## src/rtl/imem_boot_loader.sv

```systemverilog
// Boot loader: receives a length-prefixed little-endian byte stream and writes
// it into instruction memory. The core is held in reset until the image is complete.
module imem_boot_loader #(
  parameter int unsigned NENTRIES  = 128,
  parameter int unsigned BASE_WORD = 0,
  parameter int unsigned WORD_ADDR = 1
) (
  input  logic        clk_i,
  input  logic        rst_ni,
  input  logic        start_i,
  input  logic [7:0]  rx_data_i,
  input  logic        rx_valid_i,
  output logic        rx_ready_o,
  output logic [31:0] imem_addr_o,
  output logic [31:0] imem_data_o,
  output logic        imem_wr_en_o,
  output logic        imem_rd_en_o,
  output logic        core_rst_no,
  output logic        done_o,
  output logic        err_o
);

  localparam logic [2:0] StIdle  = 3'd0;
  localparam logic [2:0] StLen   = 3'd1;
  localparam logic [2:0] StEval  = 3'd2;  // length header complete, check it
  localparam logic [2:0] StData  = 3'd3;
  localparam logic [2:0] StWrite = 3'd4;
  localparam logic [2:0] StDone  = 3'd5;
  localparam logic [2:0] StErr   = 3'd6;

  logic [2:0]  state_q, state_d;
  logic [31:0] len_q, len_d;
  logic [31:0] buf_q, buf_d;
  logic [1:0]  bcnt_q, bcnt_d;
  logic [31:0] idx_q, idx_d;
  logic [31:0] addr_q, addr_d;
  logic [31:0] data_q, data_d;

  logic        accept;
  logic [31:0] word_idx;
  logic [31:0] next_addr;
  logic [32:0] len_end;

  assign accept    = rx_valid_i && rx_ready_o;
  assign word_idx  = 32'(BASE_WORD) + idx_q;
  assign next_addr = (WORD_ADDR != 0) ? word_idx : {word_idx[29:0], 2'b00};
  // 33-bit sum so a huge header cannot wrap past the depth check
  assign len_end   = 33'(BASE_WORD) + {1'b0, len_q};

  // Next-state logic for the load sequence
  always_comb begin
    state_d = state_q;
    len_d   = len_q;
    buf_d   = buf_q;
    bcnt_d  = bcnt_q;
    idx_d   = idx_q;
    addr_d  = addr_q;
    data_d  = data_q;
    case (state_q)
      StIdle, StDone, StErr: begin
        if (start_i) begin
          state_d = StLen;
          len_d   = '0;
          buf_d   = '0;
          bcnt_d  = '0;
          idx_d   = '0;
        end
      end
      StLen: begin
        if (accept) begin
          len_d[{bcnt_q, 3'b000} +: 8] = rx_data_i;
          bcnt_d = bcnt_q + 2'd1;
          if (bcnt_q == 2'd3) state_d = StEval;
        end
      end
      StEval: begin
        if (len_q == 32'd0) begin
          state_d = StDone;
        end else if (len_end > 33'(NENTRIES)) begin
          state_d = StErr;
        end else begin
          state_d = StData;
        end
      end
      StData: begin
        if (accept) begin
          buf_d[{bcnt_q, 3'b000} +: 8] = rx_data_i;
          bcnt_d = bcnt_q + 2'd1;
          if (bcnt_q == 2'd3) begin
            data_d  = {rx_data_i, buf_q[23:0]};
            addr_d  = next_addr;
            state_d = StWrite;
          end
        end
      end
      StWrite: begin
        idx_d   = idx_q + 32'd1;
        state_d = (idx_q + 32'd1 == len_q) ? StDone : StData;
      end
      default: state_d = StIdle;
    endcase
  end

  // State and datapath registers with synchronous reset
  always_ff @(posedge clk_i) begin
    if (!rst_ni) begin
      state_q <= StIdle;
      len_q   <= '0;
      buf_q   <= '0;
      bcnt_q  <= '0;
      idx_q   <= '0;
      addr_q  <= '0;
      data_q  <= '0;
    end else begin
      state_q <= state_d;
      len_q   <= len_d;
      buf_q   <= buf_d;
      bcnt_q  <= bcnt_d;
      idx_q   <= idx_d;
      addr_q  <= addr_d;
      data_q  <= data_d;
    end
  end

  assign rx_ready_o   = (state_q == StLen) || (state_q == StData);
  assign imem_wr_en_o = (state_q == StWrite);
  assign imem_addr_o  = addr_q;
  assign imem_data_o  = data_q;
  assign done_o       = (state_q == StDone);
  assign core_rst_no  = (state_q == StDone);
  assign imem_rd_en_o = (state_q == StDone);
  assign err_o        = (state_q == StErr);

endmodule

```

## config.mk

```make
export PLATFORM = sky130hd
export DESIGN_NAME = imem_boot_loader
export DESIGN_NICKNAME = d
export VERILOG_FILES = /design/src/rtl/imem_boot_loader.sv
export SDC_FILE = /design/constraint.sdc
export NUM_CORES = 1
export LEC_CHECK = 0
export BUFFER_PORTS_ARGS = -buffer_cell sky130_fd_sc_hd__clkbuf_2
export CAP_MARGIN = 10
export CELL_PAD_IN_SITES_DETAIL_PLACEMENT = 0
export CELL_PAD_IN_SITES_GLOBAL_PLACEMENT = 1
export CORE_UTILIZATION = 48
export CTS_CLUSTER_DIAMETER = 120
export DETAILED_ROUTE_END_ITERATION = 16
export PLACE_DENSITY_LB_ADDON = 0.1
export SLEW_MARGIN = 25
export SYNTH_ARGS = -nofsm -noshare
export SYNTH_HDL_FRONTEND = slang
export SYNTH_SLANG_ARGS = --single-unit
```

## constraint.sdc

```tcl
create_clock -name clk_i -period 5.9 [get_ports clk_i]
set_input_delay 1.18 -clock clk_i [delete_from_list [all_inputs] [get_ports clk_i]]
set_output_delay 1.18 -clock clk_i [all_outputs]
set_load 0.05 [all_outputs]
```

# Word-level counts from Yosys, hierarchy flattened
# Cells that the tools add are included.
[op_classes] div=0 n_shift=2 eq_ne=14 n_mul=0 magnitude_cmp=1 reduce_logical=16 addsub=3 bitwise_logic=0 mux=20
[op_table] op="32-bit case mux with 2 select lines" n=3
[op_table] op="32-bit two-way mux" n=3
[op_table] op="32-bit bitwise mux" n=2
[op_table] op="32-bit by 1-bit adder with 32-bit output (second input constant)" n=1
[op_table] op="32-bit == test" n=1
[op_table] op="32-bit by 8-bit > comparator with 1-bit output (second input constant)" n=1
[op_table] op="32-bit logical NOT" n=1
[op_table] op="8-bit by 7-bit variable shift with 32-bit output (first input constant)" n=1
[op_table] op="8-bit by 7-bit variable part select with 32-bit output" n=1
[op_table] op="3-bit two-way mux" n=8
[op_table] op="3-bit case mux with 5 select lines" n=1
[op_table] op="3-bit AND reduction" n=4
[op_table] op="2-bit != test (second input constant)" n=5
[op_table] op="3-bit == test (second input constant)" n=3
[op_table] op="2-bit nonzero test" n=4
[op_table] op="5-bit negator with 7-bit output" n=1
[op_table] op="3-bit by 2-bit == test with 1-bit output (second input constant)" n=2
[op_table] op="5-bit AND reduction" n=1
[op_table] op="2-bit two-way mux" n=2
[op_table] op="2-bit case mux with 2 select lines" n=1
[op_table] op="3-bit by 1-bit == test with 1-bit output (second input constant)" n=1
[op_table] op="3-bit logical NOT" n=1
[op_table] op="3-bit OR reduction" n=1
[op_table] op="2-bit by 1-bit adder with 2-bit output (second input constant)" n=1
[op_table] op="other kinds (6)" n=6
[word_totals] wordCells=63 latchBits=0 n_memories=0 input_bits=12 register_bits=165 ram_bits=0 mem_bits_ro=0 output_inout_bits=70

# Logic depth before layout (Yosys ltp)
# Gate-level depths: netlist of run 1.
[depth] depth_word=5 ltp_mapped=10 ltp_nobuf=9

# Least setup slack after synthesis of run 1
# No wires, ideal clock.
[synth_path] kind="register to output" from="register state_q[1]" to="output err_o" t_required_ns=4.720 path_slack_ns=2.865 arrival_time_ns=1.855 path_stages_with_launch=4 path_buffers=1 path_cell_list="dfxtp_1 -> clkbuf_1 -> inv_1 -> nor3_1"
[synth_via] elab_chain_len=1
[synth_rtl] item="from (decl)" line_no="31" rtl="logic [2:0] state_q, state_d;"
[synth_rtl] item="from (signal assigned)" line_no="107" rtl="state_q <= StIdle;"
[synth_rtl] item="from (signal assigned)" line_no="115" rtl="state_q <= state_d;"
[synth_rtl] item="3-bit == test" line_no="132" rtl="assign err_o = (state_q == StErr);"
[synth_rtl] item="to (decl)" line_no="20" rtl="output logic err_o"
# No other way between the ends.

# Worst setup path after layout of run 1
[layout_path] from="register idx_q[0]" to="register state_q[1]"
[layout_via] elab_chain_len=4
[layout_rtl] item="from (decl)" line_no="35" rtl="logic [31:0] idx_q, idx_d;"
[layout_rtl] item="from (signal assigned)" line_no="119" rtl="idx_q <= idx_d;"
[layout_rtl] item="32-bit by 1-bit adder with 32-bit output" line_no="98" rtl="state_d = (idx_q + 32'd1 == len_q) ? StDone : StData;"
[layout_rtl] item="32-bit == test" line_no="98"
[layout_rtl] item="3-bit two-way mux" line_no="98"
[layout_rtl] item="3-bit case mux with 5 select lines" line_no="59" rtl="case (state_q)"
# No other way between the ends.
# A chain may end at the register's enable or synchronous reset.

==> results of run 1 <==
where the power goes:
part           switching [mW]  internal, mW
Sequential             0.0338          1.08
Combinational           0.321         0.125
Clock                   0.421         0.595
Total                   0.775          1.80
how the worst max path moves through the flow:
| stage | slack [ns] | cells after the start | startpoint | to |
|---|---|---|---|---|
| after global routing | 2.38 | 9 | idx_q[0] | state_q[1] |
| after global placement | 2.66 | 9 | idx_q[0] | state_q[1] |
| after floorplan | 2.87 | 3 | state_q[1] | err_o |
| final | 2.59 | 9 | idx_q[0] | state_q[1] |
| after CTS | 2.61 | 9 | idx_q[0] | state_q[1] |
| after detailed placement | 2.62 | 9 | idx_q[0] | state_q[1] |
final cells by class:
class,count,area share
inverter,9,0.00389
clock inverter,7,0.00763
multi-input combinational,708,0.491
sequential,157,0.362
tap,216,0.0311
timing repair buffer,86,0.0512
clock buffer,23,0.0538
sequential cells by signal (all words and copies together) (netlist names):
signal	count
idx_q	32
imem_addr_o	32
imem_data_o	32
len_q	32
buf_q	24
state_q	3
bcnt_q	2
synthesized netlist by cell type (5+ instances only):
library cell  number  area share
dfxtp_1          157        0.40
nor2_1            36       0.017
xor2_1            17       0.019
or3_1              5      0.0040
nor3_1            28       0.018
and4_1             5      0.0056
nand4_1            5      0.0040
a21boi_0          82       0.079
and3_1             7      0.0056
nand3_1           32       0.021
xnor2_1           25       0.028
inv_1              9      0.0043
buf_2             15      0.0097
nor2b_1           65       0.052
mux2i_1            5      0.0064
o21ai_0           35       0.023
ha_1               5      0.0080
a22oi_1           42       0.041
clkbuf_1          43       0.021
a21oi_1           35       0.023
nand2b_1           5      0.0040
and2_1             9      0.0072
a31oi_1            5      0.0040
nor3b_1            9      0.0087
buf_1              7      0.0034
nand2_1          182       0.088
nor4_1            12      0.0097
cell families (layout without fill, tap and decap cells):
logic type                 after synthesis  count (layout)
and+or+nand+nor                        426             426
AOI/OAI and AO/OA                      229             229
DFF                                    157             157
buffers and inverters                   84             125
xor gates and xnor gates                42              42
muxes                                    6               6
adders and majority gates                5               5
layer usage:
metal | vias up | share of wire
met2 | 162 | 0.47
met4 | 0 | 0.030
met3 | 43 | 0.037
met5 | - | 0
met1 | 3263 | 0.46
li1 | 3372 | -
metrics by stage:
step	total power, mW	cells	setup slack, ns
finish	2.57	1206	2.59
CTS	2.58	1206	2.61
detailed placement	1.57	1176	2.62
global placement	1.56	1176	2.66
global route	2.68	1206	2.38
floorplan	1.45	949	2.87
worst max-delay path, delay by kind of cell (launching register included):
family | cells | cell delay [ns]
AND/OR/NAND/NOR | 6 | 1.64
adder cells (fa/ha/maj) | 1 | 0.33
AO/OA/AOI/OAI | 2 | 0.74
flip-flops | 1 | 0.48
==> run_results.csv, run 1 <==
group,metric,value,unit
timing,slew_viol_final,0,
floorplanning,start_util,0.491,
setup_path,criticalPathCategory,"reg -> reg",
clock_tree,cts.repair.resized,0,
finish,final_common_cell,"nand2_1",
timing,slew_headroom,0.300,
setup_path,required,6.21,ns
yosys,syn_nets,966,
finish,fin_area,8690,µm²
clock_tree,cts_tree,"built",
route,wl,20.1,mm
place,portBuffers,81,
finish,fin_nets,996,
yosys,ys.flop_type,"dfxtp_1",
route,post-route-drc-count,0,
yosys,synthCells,949,
clock_tree,cts_root_buf,"clkbuf_16",
timing,tns,0,ns
route,antenna_left,0,
setup_path,critical_path_arrival,3.61,ns
clock_tree,cts_setup_buffers,0,
worst_hold_path,hold_path_end,"imem_addr_o[10]",
yosys,synth-xor-area-share,0.0473,
timing,fin_crit_sh,0.560,
yosys,synth_top_family_by_area,"simple AND/OR/NAND/NOR gates",
grt,grt_usage,0.249,
clock_tree,cts.sinks,157,
finish,syn2layout_area_growth,11.8,%
run_status,status,"complete, no violations",
grt,grt_pass1_wl,32.1,mm
timing,holdWs,0.458,ns
yosys,syn_avg_cell_area,8.19,µm²
yosys,yosys.cell_types.count,65,
yosys,mappedNetlistArea,7770,µm²
clock_tree,clk_pin_slew,0.06,ns
route,firstDrtPassIters,5,
setup_path,timing.rr.end,"state_q[1]",
grt,met1_usage,0.319,
route,avgRoutedWirePerCell,16.7,µm
clock_tree,cts_buffers,17,
timing,clock_skew,0.00515,ns
finish,drive_gt1_frac,0.135,
finish,register_area,3140,µm²
flow_run,cap_violations,0,
clock_tree,clkLatencyLatePin,0.42,ns
power_and_ir_drop,ir_drop,0.211,mV
finish,multi_input_area,4270,µm²
timing,finalHoldViolations,0,
setup_path,critPathMaxFanout,8,
yosys,ys_warn_count,0,
timing,rsz0062_at_grt,"no",
timing,period_needed,3.31,ns
worst_hold_path,hp-start,"imem_addr_o[10]",
setup_path,reg2reg_depth,9,
yosys,async_flop_share,0,
place,postPlaceCellArea,8160,µm²
grt,use_met2,0.408,
clock_tree,ctsHtreeMaxLevel,4,
yosys,synth-seq-cells,157,
setup_path,cp_slowest_cell,"dfxtp_1",
floorplanning,io_pins,82,
finish,n_fill_cell,1493,
setup_path,crit_path_start_kind,"register",
grt,grt_max_degree,99,
grt,antenna_found_initial,0,
setup_path,cp_slowest_stage_delay,0.48,ns
place,gp_congestion,0.930,
yosys,synth_edf_count,0,
timing,fmax,0.303,GHz
setup_path,crit_chain,"ha_1 -> nand3_1 -> nor4_4 -> and2_4 -> nand3_2 -> a2111o_1 -> nor4_1 -> nand4_1 -> o221a_1",
timing,tightest_slew,1.04,ns
floorplanning,die-area,16700,µm²
floorplanning,core-area,15800,µm²
floorplanning,die_y,129,µm
route,vias,6840,
grt,busiest_layer,"met2",
clock_tree,holdBufCountCts,0,
setup_path,reg2reg_from,"idx_q[0]",
clock_tree,clockBufferDepth,2,
power_and_ir_drop,p_per_area,296,nW/µm²
setup_path,rrSetupSlack,2.59,ns
timing,setup_viol,0,
grt,grt_pass1_vias,6180,
route,viasPerCell,5.67,
yosys,synth_fa_ha_area_frac,0.00805,
worst_hold_path,hold_class,"reg -> reg",
yosys,yosys.area_share.simple,0.281,
finish,final_cell_mix,"nand2_1 (181), dfxtp_1 (157), a21boi_0 (82)",
grt,grt_util_met3,0.0363,
worst_hold_path,hold_path_depth,2,
floorplanning,fp.dieW,129,µm
power_and_ir_drop,p_leak,3.11,nW
finish,diodes,0,
route,drt_iter0_markers,532,
yosys,synth.mux.area_fraction,0.00789,
yosys,synth_compound_area_frac,0.203,
grt,grt-ovfl-total,0,
setup_path,endpoint_kind,"register",
floorplanning,rows,46,
place,post-dp-hpwl,13.6,mm
finish,final_util,0.549,
yosys,yosysSeqAreaShare,0.404,
(Power assumes the default switching activity.)
==> run 2, diff against run 1 <==
--- a/config.mk
+++ b/config.mk
@@ -9,7 +9,7 @@
 export CAP_MARGIN = 10
 export CELL_PAD_IN_SITES_DETAIL_PLACEMENT = 0
 export CELL_PAD_IN_SITES_GLOBAL_PLACEMENT = 1
-export CORE_UTILIZATION = 48
+export CORE_UTILIZATION = 40
 export CTS_CLUSTER_DIAMETER = 120
 export DETAILED_ROUTE_END_ITERATION = 16
 export PLACE_DENSITY_LB_ADDON = 0.1
==> constraint.sdc (replaced) <==
create_clock -name clk_i -period 2.75 [get_ports clk_i]
set_input_delay 0.55 -clock clk_i [delete_from_list [all_inputs] [get_ports clk_i]]
set_output_delay 0.55 -clock clk_i [all_outputs]
set_load 0.05 [all_outputs]
==> run_results.csv, run 2 (synthesis gave the netlist of run 1 again) <==
group,metric,value,unit
timing,clock_skew,0.00751,ns
place,post-dp-hpwl,14.8,mm
route,met2_length,10.0,mm
setup_path,crit_path_start_kind,"register",
grt,grt_pass1_wl,34.7,mm
clock_tree,clk_pin_slew,0.07,ns
floorplanning,io_pins,82,
grt,grt_usage,0.225,
timing,fin_crit_sh,0.961,
power_and_ir_drop,ir_drop,0.458,mV
route,vias,6856,
setup_path,crit_top_cell,"buf_4",
clock_tree,cts_buffers,17,
clock_tree,cts_root_buf,"clkbuf_16",
clock_tree,cts.sinks,157,
route,met1_length,10.7,mm
route,avgRoutedWirePerCell,16.8,µm
finish,register_area,3150,µm²
place,place_worst_setup_slack,0.0663,ns
timing,tightest_slew,1.02,ns
setup_path,criticalPathCategory,"reg -> reg",
grt,grt-ovfl-total,0,
place,gp_congestion,0.886,
worst_hold_path,hold_class,"in -> reg",
grt,grt_pass1_vias,6295,
timing,setup_viol,0,
route,drt_iter0_markers,468,
setup_path,cp_slowest_stage_delay,0.38,ns
clock_tree,cts_tree,"built",
place,portBuffers,81,
clock_tree,ctsHtreeMaxLevel,4,
finish,diodes,0,
floorplanning,fp.dieW,141,µm
finish,fin_area,9290,µm²
clock_tree,clockBufferDepth,2,
finish,syn2layout_area_growth,19.5,%
timing,finalHoldViolations,0,
route,routed.top_layer,"met4",
setup_path,endpoint_kind,"register",
timing,slew_headroom,0.323,
finish,final_common_cell,"nand2_1",
timing,period_needed,2.64,ns
grt,grt_max_degree,65,
finish,multi_input_area,4320,µm²
route,antenna_left,0,
route,post-route-drc-count,0,
timing,slew_viol_final,0,
setup_path,critPathMaxFanout,4,
power_and_ir_drop,p_per_area,643,nW/µm²
flow_run,cap_violations,0,
route,wl,21.8,mm
power_and_ir_drop,p_leak,3.41,nW
floorplanning,core-area,18900,µm²
timing,holdWs,0.411,ns
route,wl_met3,694,µm
floorplanning,rows,50,
timing,timing.final.ws_setup,0.107,ns
finish,fin_nets,1043,
setup_path,required,3.07,ns
route,firstDrtPassIters,7,
timing,tns,0,ns
setup_path,critical_path_arrival,2.96,ns
finish,n_fill_cell,1949,
setup_path,crit_chain,"ha_4 -> nand3_4 -> nor4_4 -> buf_4 -> buf_4 -> and4_4 -> xnor2_2 -> o2111ai_1 -> nor4_1 -> nand4_1 -> o221a_1",
finish,final_cell_mix,"nand2_1 (181), dfxtp_1 (153), a21boi_0 (82)",
floorplanning,die_y,141,µm
route,viasPerCell,5.28,
setup_path,cp_slowest_cell,"nor4_4",
grt,antenna_found_initial,0,
clock_tree,clkLatencyLatePin,0.43,ns
floorplanning,start_util,0.412,
timing,fmax,0.378,GHz
power_and_ir_drop,p_total,5.97,mW
finish,drive_gt1_frac,0.190,
place,postPlaceCellArea,8590,µm²
floorplanning,die-area,20000,µm²
run_status,status,"complete, no violations",
==> run 2: worst paths after layout <==
check / start / endpoint / slack (ns) / cells after the start
hold reg to reg: imem_addr_o[17] / imem_addr_o[17] / 0.46 / 2
setup reg to reg: idx_q[1] / state_q[1] / 0.11 / 11
hold / removal: rx_valid_i / bcnt_q[1] / 0.41 / 3
setup / recovery: idx_q[1] / state_q[1] / 0.11 / 11
==> run 2: layout make-up <==
type                       instances  area share
clock inverter                    14      0.0209
timing repair buffer             133      0.0900
inverter                           9     0.00364
sequential                       157       0.339
multi-input combinational        708       0.464
clock buffer                      18      0.0473
tap                              260      0.0350
==> run 2: critical path, delay by kind of cell, from the launching register on <==
family                   cells  cell delay, ns
AO/OA/AOI/OAI                2            0.37
XOR/XNOR                     1            0.12
adder cells (fa/ha/maj)      1            0.17
buffers and inverters        2            0.29
flip-flops                   1            0.35
AND/OR/NAND/NOR              5            1.23
==> run 2: layer usage <==
layer  up-vias  track usage
met5         -            0
met4         0       0.0634
met3        29       0.0412
met2       141        0.359
met1      3227        0.310
li1       3459            -
==> run 2: what timing repair did <==
item,in CTS,in global routing
endpoints found under the setup margin,0,2
hold buffers,0,0
gates resized for setup,0,13
setup buffers,0,1
==> run 2: metrics by stage <==
step / util / std cells
2_1_floorplan: - / 949
3_3_place_gp: 0.455 / 1266
3_5_place_dp: 0.455 / 1266
4_1_cts: 0.488 / 1298
5_1_grt: 0.492 / 1299
6_report: 0.492 / 1299
==> run 2: power by group <==
group / internal, mW / switching (mW) / leakage [nW] / total [mW]
Clock: 1.49 / 1.06 / 0.306 / 2.55
Combinational: 0.314 / 0.734 / 1.84 / 1.05
Sequential: 2.31 / 0.0609 / 1.27 / 2.37
